**config.mk**
```make
export PLATFORM = sky130hd
export DESIGN_NAME = mem_arbiter
export DESIGN_NICKNAME = d
export VERILOG_FILES = /design/src/rtl/mem_arbiter.sv
export SDC_FILE = /design/constraint.sdc
export NUM_CORES = 1
export LEC_CHECK = 0
export CORE_ASPECT_RATIO = 2
export CORE_MARGIN = 5
export CORE_UTILIZATION = 40
export CTS_BUF_LIST = sky130_fd_sc_hd__clkbuf_4 sky130_fd_sc_hd__clkbuf_8 sky130_fd_sc_hd__clkbuf_16
export DETAILED_ROUTE_END_ITERATION = 6
export PLACE_DENSITY_LB_ADDON = 0.1
export SYNTH_ARGS = -nofsm -noshare
export SYNTH_HDL_FRONTEND = slang
export SYNTH_SLANG_ARGS = --single-unit
export TNS_END_PERCENT = 100
```
**constraint.sdc**
```tcl
create_clock -name clk -period 5.15 [get_ports clk]
set_input_delay 1.03 -clock clk [delete_from_list [all_inputs] [get_ports clk]]
set_output_delay 1.03 -clock clk [all_outputs]
set_load 0.005 [all_outputs]
```
**src/rtl/mem_arbiter.sv**
```systemverilog
// Arbiter for the shared single-ported I/D memory: one transaction at a time,
// D-priority with a bounded D streak, ack timeout, done/err pulses and stage stalls.
module mem_arbiter #(
  parameter int ADDR_W       = 32,
  parameter int DATA_W       = 32,
  parameter int MAX_D_STREAK = 4,
  parameter int TIMEOUT      = 255
) (
  input  logic                clk,
  input  logic                reset,
  input  logic                i_req,
  input  logic [ADDR_W-1:0]   i_addr,
  output logic [DATA_W-1:0]   i_rdata,
  output logic                i_done,
  input  logic                d_req,
  input  logic                d_we,
  input  logic [ADDR_W-1:0]   d_addr,
  input  logic [DATA_W-1:0]   d_wdata,
  input  logic [DATA_W/8-1:0] d_be,
  output logic [DATA_W-1:0]   d_rdata,
  output logic                d_done,
  output logic                err,
  output logic                stall_F,
  output logic                stall_M,
  output logic                mem_req,
  output logic                mem_we,
  output logic [ADDR_W-1:0]   mem_addr,
  output logic [DATA_W-1:0]   mem_wdata,
  output logic [DATA_W/8-1:0] mem_be,
  input  logic                mem_ack,
  input  logic [DATA_W-1:0]   mem_rdata
);

  localparam int BE_W = DATA_W / 8;
  localparam int SW   = ($clog2(MAX_D_STREAK + 1) > 3) ? $clog2(MAX_D_STREAK + 1) : 3;

  typedef enum logic [2:0] {IDLE, BUSY_I, BUSY_D, RESP_I, RESP_D} state_t;

  state_t            state_q, state_d;
  logic [SW-1:0]     streak_q, streak_d;
  logic [7:0]        cnt_q, cnt_d;
  logic              err_q, err_d;
  logic              mem_we_q, mem_we_d;
  logic [ADDR_W-1:0] mem_addr_q, mem_addr_d;
  logic [DATA_W-1:0] mem_wdata_q, mem_wdata_d;
  logic [BE_W-1:0]   mem_be_q, mem_be_d;
  logic [DATA_W-1:0] i_rdata_q, i_rdata_d;
  logic [DATA_W-1:0] d_rdata_q, d_rdata_d;
  logic              streak_full;

  assign streak_full = (streak_q == SW'(MAX_D_STREAK));

  always_comb begin
    state_d     = state_q;
    streak_d    = streak_q;
    cnt_d       = cnt_q;
    err_d       = err_q;
    mem_we_d    = mem_we_q;
    mem_addr_d  = mem_addr_q;
    mem_wdata_d = mem_wdata_q;
    mem_be_d    = mem_be_q;
    i_rdata_d   = i_rdata_q;
    d_rdata_d   = d_rdata_q;
    case (state_q)
      IDLE: begin
        if (d_req && !(i_req && streak_full)) begin
          state_d     = BUSY_D;
          mem_we_d    = d_we;
          mem_addr_d  = d_addr;
          mem_wdata_d = d_wdata;
          mem_be_d    = d_we ? d_be : '0;
          cnt_d       = '0;
          err_d       = 1'b0;
          if (!i_req)           streak_d = '0;
          else if (!streak_full) streak_d = streak_q + 1'b1;
        end else if (i_req) begin
          state_d     = BUSY_I;
          mem_we_d    = 1'b0;
          mem_addr_d  = i_addr;
          mem_wdata_d = '0;
          mem_be_d    = '0;
          cnt_d       = '0;
          err_d       = 1'b0;
          streak_d    = '0;
        end
      end
      BUSY_I, BUSY_D: begin
        // An ack in the final timeout cycle still wins over the abort.
        if (mem_ack) begin
          if (state_q == BUSY_I)  i_rdata_d = mem_rdata;
          else if (!mem_we_q)     d_rdata_d = mem_rdata;
          state_d = (state_q == BUSY_I) ? RESP_I : RESP_D;
        end else if (cnt_q == 8'(TIMEOUT)) begin
          err_d = 1'b1;
          if (state_q == BUSY_I) i_rdata_d = '0;
          else                   d_rdata_d = '0;
          state_d = (state_q == BUSY_I) ? RESP_I : RESP_D;
        end else begin
          cnt_d = cnt_q + 8'd1;
        end
      end
      RESP_I, RESP_D: state_d = IDLE;
      default:        state_d = IDLE;
    endcase
  end

  always_ff @(posedge clk or negedge reset) begin
    if (!reset) begin
      state_q     <= IDLE;
      streak_q    <= '0;
      cnt_q       <= '0;
      err_q       <= 1'b0;
      mem_we_q    <= 1'b0;
      mem_addr_q  <= '0;
      mem_wdata_q <= '0;
      mem_be_q    <= '0;
      i_rdata_q   <= '0;
      d_rdata_q   <= '0;
    end else begin
      state_q     <= state_d;
      streak_q    <= streak_d;
      cnt_q       <= cnt_d;
      err_q       <= err_d;
      mem_we_q    <= mem_we_d;
      mem_addr_q  <= mem_addr_d;
      mem_wdata_q <= mem_wdata_d;
      mem_be_q    <= mem_be_d;
      i_rdata_q   <= i_rdata_d;
      d_rdata_q   <= d_rdata_d;
    end
  end

  // mem_req decodes straight from state so an async reset drops it at once.
  assign mem_req   = (state_q == BUSY_I) || (state_q == BUSY_D);
  assign i_done    = (state_q == RESP_I);
  assign d_done    = (state_q == RESP_D);
  assign err       = err_q && (i_done || d_done);
  assign stall_F   = i_req & ~i_done;
  assign stall_M   = d_req & ~d_done;
  assign mem_we    = mem_we_q;
  assign mem_addr  = mem_addr_q;
  assign mem_wdata = mem_wdata_q;
  assign mem_be    = mem_be_q;
  assign i_rdata   = i_rdata_q;
  assign d_rdata   = d_rdata_q;

endmodule

```
==> run metrics, run 1 <==
IO Port Bufs between 200 and 300; LEAKAGE about 4.2 nW; share of cells above drive strength 1 0.0625; most frequent cells in the layout 275 x clkdlybuf4s50_1, 148 x dfrtp_1, 97 x a22o_1; WL per Instance between 15 and 20 um; distinct cell type count after synthesis 45; Placed Instances ~920; PostCTS Resize Cnt 0; top-level I/O count 277; CP Data Required Time 4.12 ns; Detail Route Antenna Nets 0; Slowest-stage cell, CP clkdlybuf4s50_1; Worst Path Buf+Inv 2; Root Buffer clkbuf_16; CTS H-tree depth 4; core area about 0.015 mm^2; Synth-to-Final Area Change 58.5%; Max-Cap Viols 0; Startpoint Class input pin; highest clock rate 300 MHz; Yosys reg bits 148; diode count 0; post-synthesis cell count 472; WHS 0.474 ns; Starting Density 0.405; GRT Total Usage 0.207; Top cell by count, worst path clkdlybuf4s50_1; clk sinks 148; number of global-route vias before repair 5336; number of detailed-route iterations in the first pass 4; WS Path Type input pin to primary output; WP data arrival between 2 and 2.5 ns; Vias/cell 5.28; Overflow after GRT 0; R2R cell count 4; DRT iter0 DRCs between 150 and 200; Ys Warns 0; Pwr Density between 500 and 600 mW/mm^2; clock tree buffer depth 2; Final HPWL DP around 13000 um; FF/Latch Area approximately 0.0037 mm^2; cts bufs inserted 17; Synth Flop Type dfrtp_1; Max-Slew Margin vs Limit 0.155; Vias 4996; crit-path cells clkdlybuf4s50_1, and2_1, clkdlybuf4s50_1; total negative slack 0 ns; Hold Buf Count CTS 0; Layout Nets 880; commonest non-fill, non-tap cell in the layout clkdlybuf4s50_1; Die Span Y 183 um; Post-synth EDFFs 0; slowest stage delay, CP 0.60 ns; Rows 63; RD Place Congestion 0.752; DRT Wirelength 17900 um; Final min period between 3 and 4 ns; Worst-Margin Slew 1.26 ns; Hold Fails Final Rpt 0; initial antenna violation count 0; drc violations 0; Fillers 1203; crit end category primary output; area taken by multi-input logic gates 0.00208 mm^2; period utilisation layout 0.647; hold depth 2; CTS tree yes; status complete, no violations; Max rail drop VDD 0.000257 V; Final Max Slew Viols 0; worst hold path type flop to flop; Levels on crit path 3; RSZ-0062 raised after global routing false; Worst-path clk slew 0.06 ns; syn nets 613; sequential area share after synthesis 0.620; first-pass GRT wire length 28000 um; cell area after synthesis 0.00597 mm^2; die width 96.4 um; delay-heaviest family, CP buffers and inverters; die area 0.0176 mm^2; Worst-Skew Late Latency roughly 0.41 ns; post-CTS setup buffer count 0; Post-synth ARST share 1.00; CP Max Fanout 7; largest net degree at the start of global routing 106; syn_area_per_cell 12.7 um^2; Non-Filler Instances around 950; final setup vio count 0; final setup skew 0.00794 ns
[tightest hold or removal path, stage by stage (launching register included)]
cell     delay, ns
dfrtp_1       0.34
nand2_1       0.04
o21ai_0       0.06
[through the flow]
step | area (um^2) | setup WS, ns | utilization | total power, W
global route | 9470 | 1.78 | 0.642 | 0.00579
floorplan | 5970 | 2.96 | - | 0.00288
global placement | 8870 | 1.84 | 0.602 | 0.00419
CTS | 9470 | 1.83 | 0.642 | 0.00553
detailed placement | 8870 | 1.83 | 0.602 | 0.00426
finish | 9470 | 1.82 | 0.642 | 0.00545
[registers in the layout, indices dropped and copies added, names as in the netlist]
name	count
i_rdata	32
streak_q	3
mem_addr	32
mem_be	4
err_q	1
d_rdata	32
mem_we	1
cnt_q	8
mem_wdata	32
state_q	3
[area by class of cell]
cell class,count,area share
multi-input combinational,281,0.220
inverter,8,0.00317
tap,195,0.0258
clock inverter,13,0.0157
sequential,148,0.391
clock buffer,19,0.0472
timing repair buffer,283,0.297
[worst paths after layout]
| check | startpoint | end | slack (ns) |
|---|---|---|---|
| min in group asynchronous | reset | i_rdata[17] | 0.60 |
| min | mem_addr[21] | mem_addr[21] | 0.47 |
| min reg2reg | mem_addr[21] | mem_addr[21] | 0.47 |
| max in group asynchronous | reset | d_rdata[3] | 3.48 |
| max | i_req | stall_F | 1.82 |
| max reg2reg | state_q[1] | d_rdata[16] | 2.78 |
[cell families (layout without fill, tap and decap cells)]
kind of cell,count (synthesis),count (layout),synth area share
fa+ha+maj,3,3,0.00628
buf+inv,43,323,0.0354
mux,35,35,0.0587
simple gates,87,87,0.0739
flops,148,148,0.620
compound gates,156,156,0.206
[layer usage]
metal	vias to the layer above	GRT usage	part of all wire	wire (um)
met5	-	0	0	0
met4	0	0.0860	0.029	515
met3	25	0.0796	0.098	1750
met2	241	0.342	0.51	9100
met1	2437	0.237	0.37	6530
li1	2293	-	-	-
[Yosys cell counts (3+ instances only)]
library cell	instances	area share
dfrtp_1	148	0.62
a22o_1	97	0.14
nand2_1	43	0.027
mux2i_1	35	0.059
o21ai_0	34	0.028
buf_2	13	0.011
clkbuf_1	12	0.0075
inv_1	8	0.0050
nor3_1	8	0.0067
buf_4	7	0.0088
nand3_1	7	0.0059
a32o_1	6	0.010
and3_1	6	0.0063
a21oi_1	3	0.0025
ha_1	3	0.0063
nor2_1	3	0.0019
[where the power goes]
group	total, W	leakage (nW)	internal, W	switching, W
clock	0.00124	0.284	0.000739	0.000497
sequential	0.00199	1.88	0.00167	0.000317
combinational	0.00223	2.09	0.00136	0.000872
total	0.00545	4.25	0.00377	0.00169
Power figures use the tool's default switching activity.
==> inputs of run 2 (changes only) <==
==> constraint.sdc (replaced) <==
create_clock -name clk -period 3.1 [get_ports clk]
set_input_delay 0.62 -clock clk [delete_from_list [all_inputs] [get_ports clk]]
set_output_delay 0.62 -clock clk [all_outputs]
set_load 0.005 [all_outputs]
==> run 2 against run 1 <==
Effect of this change: sequential power up 66%; core utilization up 0.91 points; power up 72%; register-to-register slack worse by 1.7 ns; clock skew about the same; count of clock-buffer cells in the layout unchanged; largest power group unchanged.
==> run metrics, run 2 (synthesis gave the netlist of run 1 again) <==
Detail Route Antenna Nets 0; Worst-path clk slew 0.06 ns; die width 96.4 um; Vias 5055; WL per Instance 19.5 um; period utilisation layout 0.891; core area between 0.01 and 0.015 mm^2; IO Port Bufs 276; Crit. Startpoint state_q[1]; post-route cell area 0.00960 mm^2; Setup crit end mem_req; initial antenna violation count 0; share of cells above drive strength 1 0.0699; post-placement cell area 0.00895 mm^2; Root Buffer clkbuf_16; reg-to-reg slack, setup 1.10 ns; Layout Nets 886; commonest non-fill, non-tap cell in the layout clkdlybuf4s50_1; Fillers 1178; Max-Slew Margin vs Limit 0.464; Max-Cap Viols 0; Max rail drop VDD 0.000446 V; Synth-to-Final Area Change 60.7%; Hold Buf Count CTS 0; post-layout util 0.651; reg2reg end mem_wdata[29]; PostCTS Resize Cnt 0; cts bufs inserted 17; DRT Wirelength 18600 um; crit-path cells or2b_1, a21oi_1, clkdlybuf4s50_1; Rows 63; number of global-route vias before repair around 5600; Final Max Slew Viols 0; CTS H-tree depth 4; Pwr Density around 1000 mW/mm^2; r2r startpoint state_q[1]; LEAKAGE between 4 and 5 nW; area taken by multi-input logic gates roughly 0.0021 mm^2; WP data arrival 2.14 ns; largest net degree at the start of global routing 90; FF/Latch Area 0.00370 mm^2; first-pass GRT wire length 29200 um; DRT iter0 DRCs about 150; Final HPWL DP 13600 um; slowest stage delay, CP 0.57 ns; status complete, no violations; Final min period approximately 2.8 ns; Vias/cell between 5 and 6; clk sinks 148; die area approximately 0.018 mm^2; most frequent cells in the layout 275 x clkdlybuf4s50_1, 148 x dfrtp_1, 97 x a22o_1; R2R cell count 4; diode count 0; GRT Total Usage 0.214; Worst-Margin Slew 0.804 ns; final setup skew 0.00772 ns; CP Data Required Time 2.48 ns; top-level I/O count 277; drc violations 0; post-CTS setup buffer count 0; total negative slack 0 ns; Slowest-stage cell, CP clkdlybuf4s50_1; Startpoint Class flop; Worst-Skew Late Latency 0.42 ns; Overflow after GRT 0; Hold Fails Final Rpt 0; clock tree buffer depth 2; Starting Density 0.405; crit end category primary output; RD Place Congestion 0.820; highest clock rate 362 MHz; final setup vio count 0; Die Span Y 183 um; worst hold path type input pin to async pin; number of detailed-route iterations in the first pass 4; CTS tree yes; CP Max Fanout 12; WS Path Type flop to primary output; RSZ-0062 raised after global routing false
## run 2: changes by cell type in the layout (fill, tap and decap cells not counted), sizes merged
cell / before / now
bufinv: 2 / 5
inv: 12 / 9
clkinvlp: 3 / 2
clkinv: 4 / 5
buf: 8 / 14
## run 2: worst min path at each step
| stage | from | to | slack, ns | cells after the start |
|---|---|---|---|---|
| 6_report | reset | d_rdata[17] | 0.27 | 1 |
| 5_1_grt | reset | mem_wdata[17] | 0.34 | 1 |
| 4_1_cts | reset | mem_wdata[23] | 0.30 | 1 |
| 3_5_place_dp | mem_addr[23] | mem_addr[23] | 0.47 | 2 |
| 3_3_place_gp | mem_addr[9] | mem_addr[9] | 0.46 | 2 |
| 2_1_floorplan | reset | cnt_q[0] | 0.32 | 0 |
## run 2: worst max-delay path: cells and delay by family (launching register included)
family          cells  cell delay, ns
buf+inv             1            0.57
simple gates        1            0.31
compound gates      1            0.30
flops               1            0.54
## run 2: area by class of cell
type | instances | area share
Tap cell | 195 | 0.0254
Clock inverter | 13 | 0.0215
Inverter | 8 | 0.00313
Clock buffer | 19 | 0.0459
Multi-Input combinational cell | 281 | 0.216
Timing Repair Buffer | 289 | 0.302
Sequential cell | 148 | 0.386
## run 2: where the power goes
| part | internal (W) | switching (W) | total (W) | leakage, nW |
|---|---|---|---|---|
| Combinational | 0.00230 | 0.00148 | 0.00379 | 2.13 |
| Sequential | 0.00278 | 0.000534 | 0.00331 | 1.88 |
| Clock | 0.00145 | 0.000810 | 0.00226 | 0.314 |
## run 2: per-stage QoR
step	total power, W	hold slack (ns)	cells	setup slack [ns]
2_1_floorplan	0.00479	0.324	472	1.24
3_3_place_gp	0.00704	0.463	921	0.609
3_5_place_dp	0.00716	0.473	921	0.544
4_1_cts	0.00948	0.301	953	0.284
5_1_grt	0.00991	0.337	953	0.233
6_report	0.00936	0.266	953	0.338
## run 2: routing by layer
metal  global-route usage  vias up  part of all wire
met1                0.232     2496              0.36
met5                    0        -                 0
met4               0.0860        0             0.026
met2                0.375      216              0.52
met3               0.0739       31             0.090
li1                     -     2312                 -
==> inputs of run 3 (changes only) <==
--- a/config.mk
+++ b/config.mk
@@ -5,9 +5,11 @@
 export SDC_FILE = /design/constraint.sdc
 export NUM_CORES = 1
 export LEC_CHECK = 0
+export CELL_PAD_IN_SITES_DETAIL_PLACEMENT = 1
+export CELL_PAD_IN_SITES_GLOBAL_PLACEMENT = 2
 export CORE_ASPECT_RATIO = 2
 export CORE_MARGIN = 5
-export CORE_UTILIZATION = 40
+export CORE_UTILIZATION = 25
 export CTS_BUF_LIST = sky130_fd_sc_hd__clkbuf_4 sky130_fd_sc_hd__clkbuf_8 sky130_fd_sc_hd__clkbuf_16
 export DETAILED_ROUTE_END_ITERATION = 6
 export PLACE_DENSITY_LB_ADDON = 0.1
==> run 3 against run 2 <==
Effect of this change: worst hold slack got worse by 0.11 ns; global-route usage shrank 5.7 points; non-clock buffer count increased by 2; wire length increased by 15%; clock power down 7%; sequential share of layout area fell by 0.32 points; power down 0.85%; combinational power is 2% higher; count of clock-buffer cells in the layout is 4 higher; cell area is 0.85% higher; critical path depth did not move; largest power group unchanged; highest routed layer unchanged.
==> run metrics, run 3 (synthesis gave the netlist of run 1 again) <==
status complete, no violations; crit-path cells or2b_1, a21oi_1, clkdlybuf4s50_1; DRT Wirelength 21400 um; CTS tree yes; Final HPWL DP about 16000 um; delay-heaviest family, CP buffers and inverters; Startpoint Class flop; Worst Path Buf+Inv 1; r2r startpoint cnt_q[0]; share of cells above drive strength 1 0.0711; Pwr Density between 900 and 1000 mW/mm^2; sw power 0.00288 W; RSZ-0062 raised after global routing false; Final min period 2.89 ns; Vias/cell 4.83; Crit. Startpoint state_q[0]; total negative slack 0 ns; Overflow after GRT 0; die width roughly 120 um; Vias 5049; Starting Density 0.252; Switching Fraction 0.310; post-layout util 0.408; Cell Int Power 0.00640 W; Root Buffer clkbuf_16; Max-Cap Viols 0; Synth-to-Final Area Change 62.1%; post-CTS setup buffer count 0; IO Port Bufs about 280; Max rail drop VDD 0.000373 V; top-level I/O count 277; WP data arrival between 2 and 2.5 ns; DRT iter0 DRCs 162; cts bufs inserted 17; WHS approximately 0.16 ns; WL per Instance 20.5 um; CP Data Required Time 2.48 ns; Non-Filler Instances between 1000 and 1500; Worst-Skew Late Latency 0.43 ns; reg-to-reg slack, setup 1.05 ns; LEAKAGE ~4.3 nW; core area ~0.024 mm^2; GRT Total Usage 0.157; number of global-route vias before repair 5651; CTS H-tree depth 4; die area 0.0273 mm^2; Placed Instances roughly 1000; post-placement cell area 0.00908 mm^2; slowest stage delay, CP between 0.6 and 0.7 ns; part of the power in combinational logic 0.417; drc violations 0; Seq pwr share 0.356; Levels on crit path 3; Final Max Slew Viols 0; Slowest-stage cell, CP clkdlybuf4s50_1; WS Path Type flop to primary output; reg2reg end i_rdata[26]; R2R cell count 7; number of detailed-route iterations in the first pass 4; clock tree buffer depth 2; PostCTS Resize Cnt 0; Die Span Y 229 um; diode count 0; crit end category primary output; Layout Nets 888; Max-Slew Margin vs Limit 0.553; period utilisation layout 0.932; Clk network pwr share 0.227; commonest non-fill, non-tap cell in the layout clkdlybuf4s50_1; CP Max Fanout 15; largest net degree at the start of global routing 66; final setup vio count 0; worst hold path type input pin to async pin; clk sinks 148; Worst-path clk slew 0.06 ns; most frequent cells in the layout 275 x clkdlybuf4s50_1, 148 x dfrtp_1, 97 x a22o_1; Detail Route Antenna Nets 0; Hold Buf Count CTS 0; RD Place Congestion 0.754; Worst-Margin Slew between 0.6 and 0.7 ns; Rows 80; post-route cell area between 0.009 and 0.01 mm^2; final setup skew 0.0126 ns; highest clock rate 346 MHz; Setup crit end mem_req; Hold Fails Final Rpt 0; first-pass GRT wire length between 30000 and 40000 um; initial antenna violation count 0
run 3: cell types whose count changed in the layout (fill, tap and decap cells not counted):
cell / delta
buf_4: +2
clkinv_4: -1
clkbuf_4: +4
clkinv_2: -2
bufinv_16: -2
run 3: area by class of cell:
type	instances	area, um^2
timing repair buffer	291	2910
inverter	8	30.0
clock buffer	23	470
clock inverter	8	128
fill	2578	14000
multi-input combinational	281	2080
tap	287	359
sequential	148	3700
run 3: how the worst min path moves through the flow:
stage | depth (start not counted) | startpoint | end
5_1_grt | 1 | reset | d_rdata[4]
4_1_cts | 1 | reset | i_rdata[8]
3_3_place_gp | 2 | mem_addr[2] | mem_addr[2]
2_1_floorplan | 0 | reset | cnt_q[0]
3_5_place_dp | 2 | mem_addr[23] | mem_addr[23]
6_report | 1 | reset | d_rdata[9]
run 3: routing by layer:
metal	global-route usage	routed length (um)	vias up
met5	0	0	-
met4	0.0796	658	0
met3	0.0414	1160	27
met2	0.294	11700	185
met1	0.158	7900	2524
li1	-	-	2313
run 3: stage by stage:
step | total power [W] | worst slack (ns)
floorplan | 0.00479 | 1.24
global placement | 0.00718 | 0.506
detailed placement | 0.00727 | 0.468
CTS | 0.00948 | 0.118
global route | 0.00984 | 0.0767
finish | 0.00928 | 0.211
run 3: power by group through the flow:
| stage | combinational [W] | sequential, W | clock [W] |
|---|---|---|---|
| final | 0.00387 | 0.00330 | 0.00211 |
| after global routing | 0.00417 | 0.00342 | 0.00225 |
| after CTS | 0.00397 | 0.00331 | 0.00219 |
| after detailed placement | 0.00394 | 0.00333 | 0 |
| after global placement | 0.00388 | 0.00330 | 0 |
| after floorplan | 0.00148 | 0.00330 | 0 |
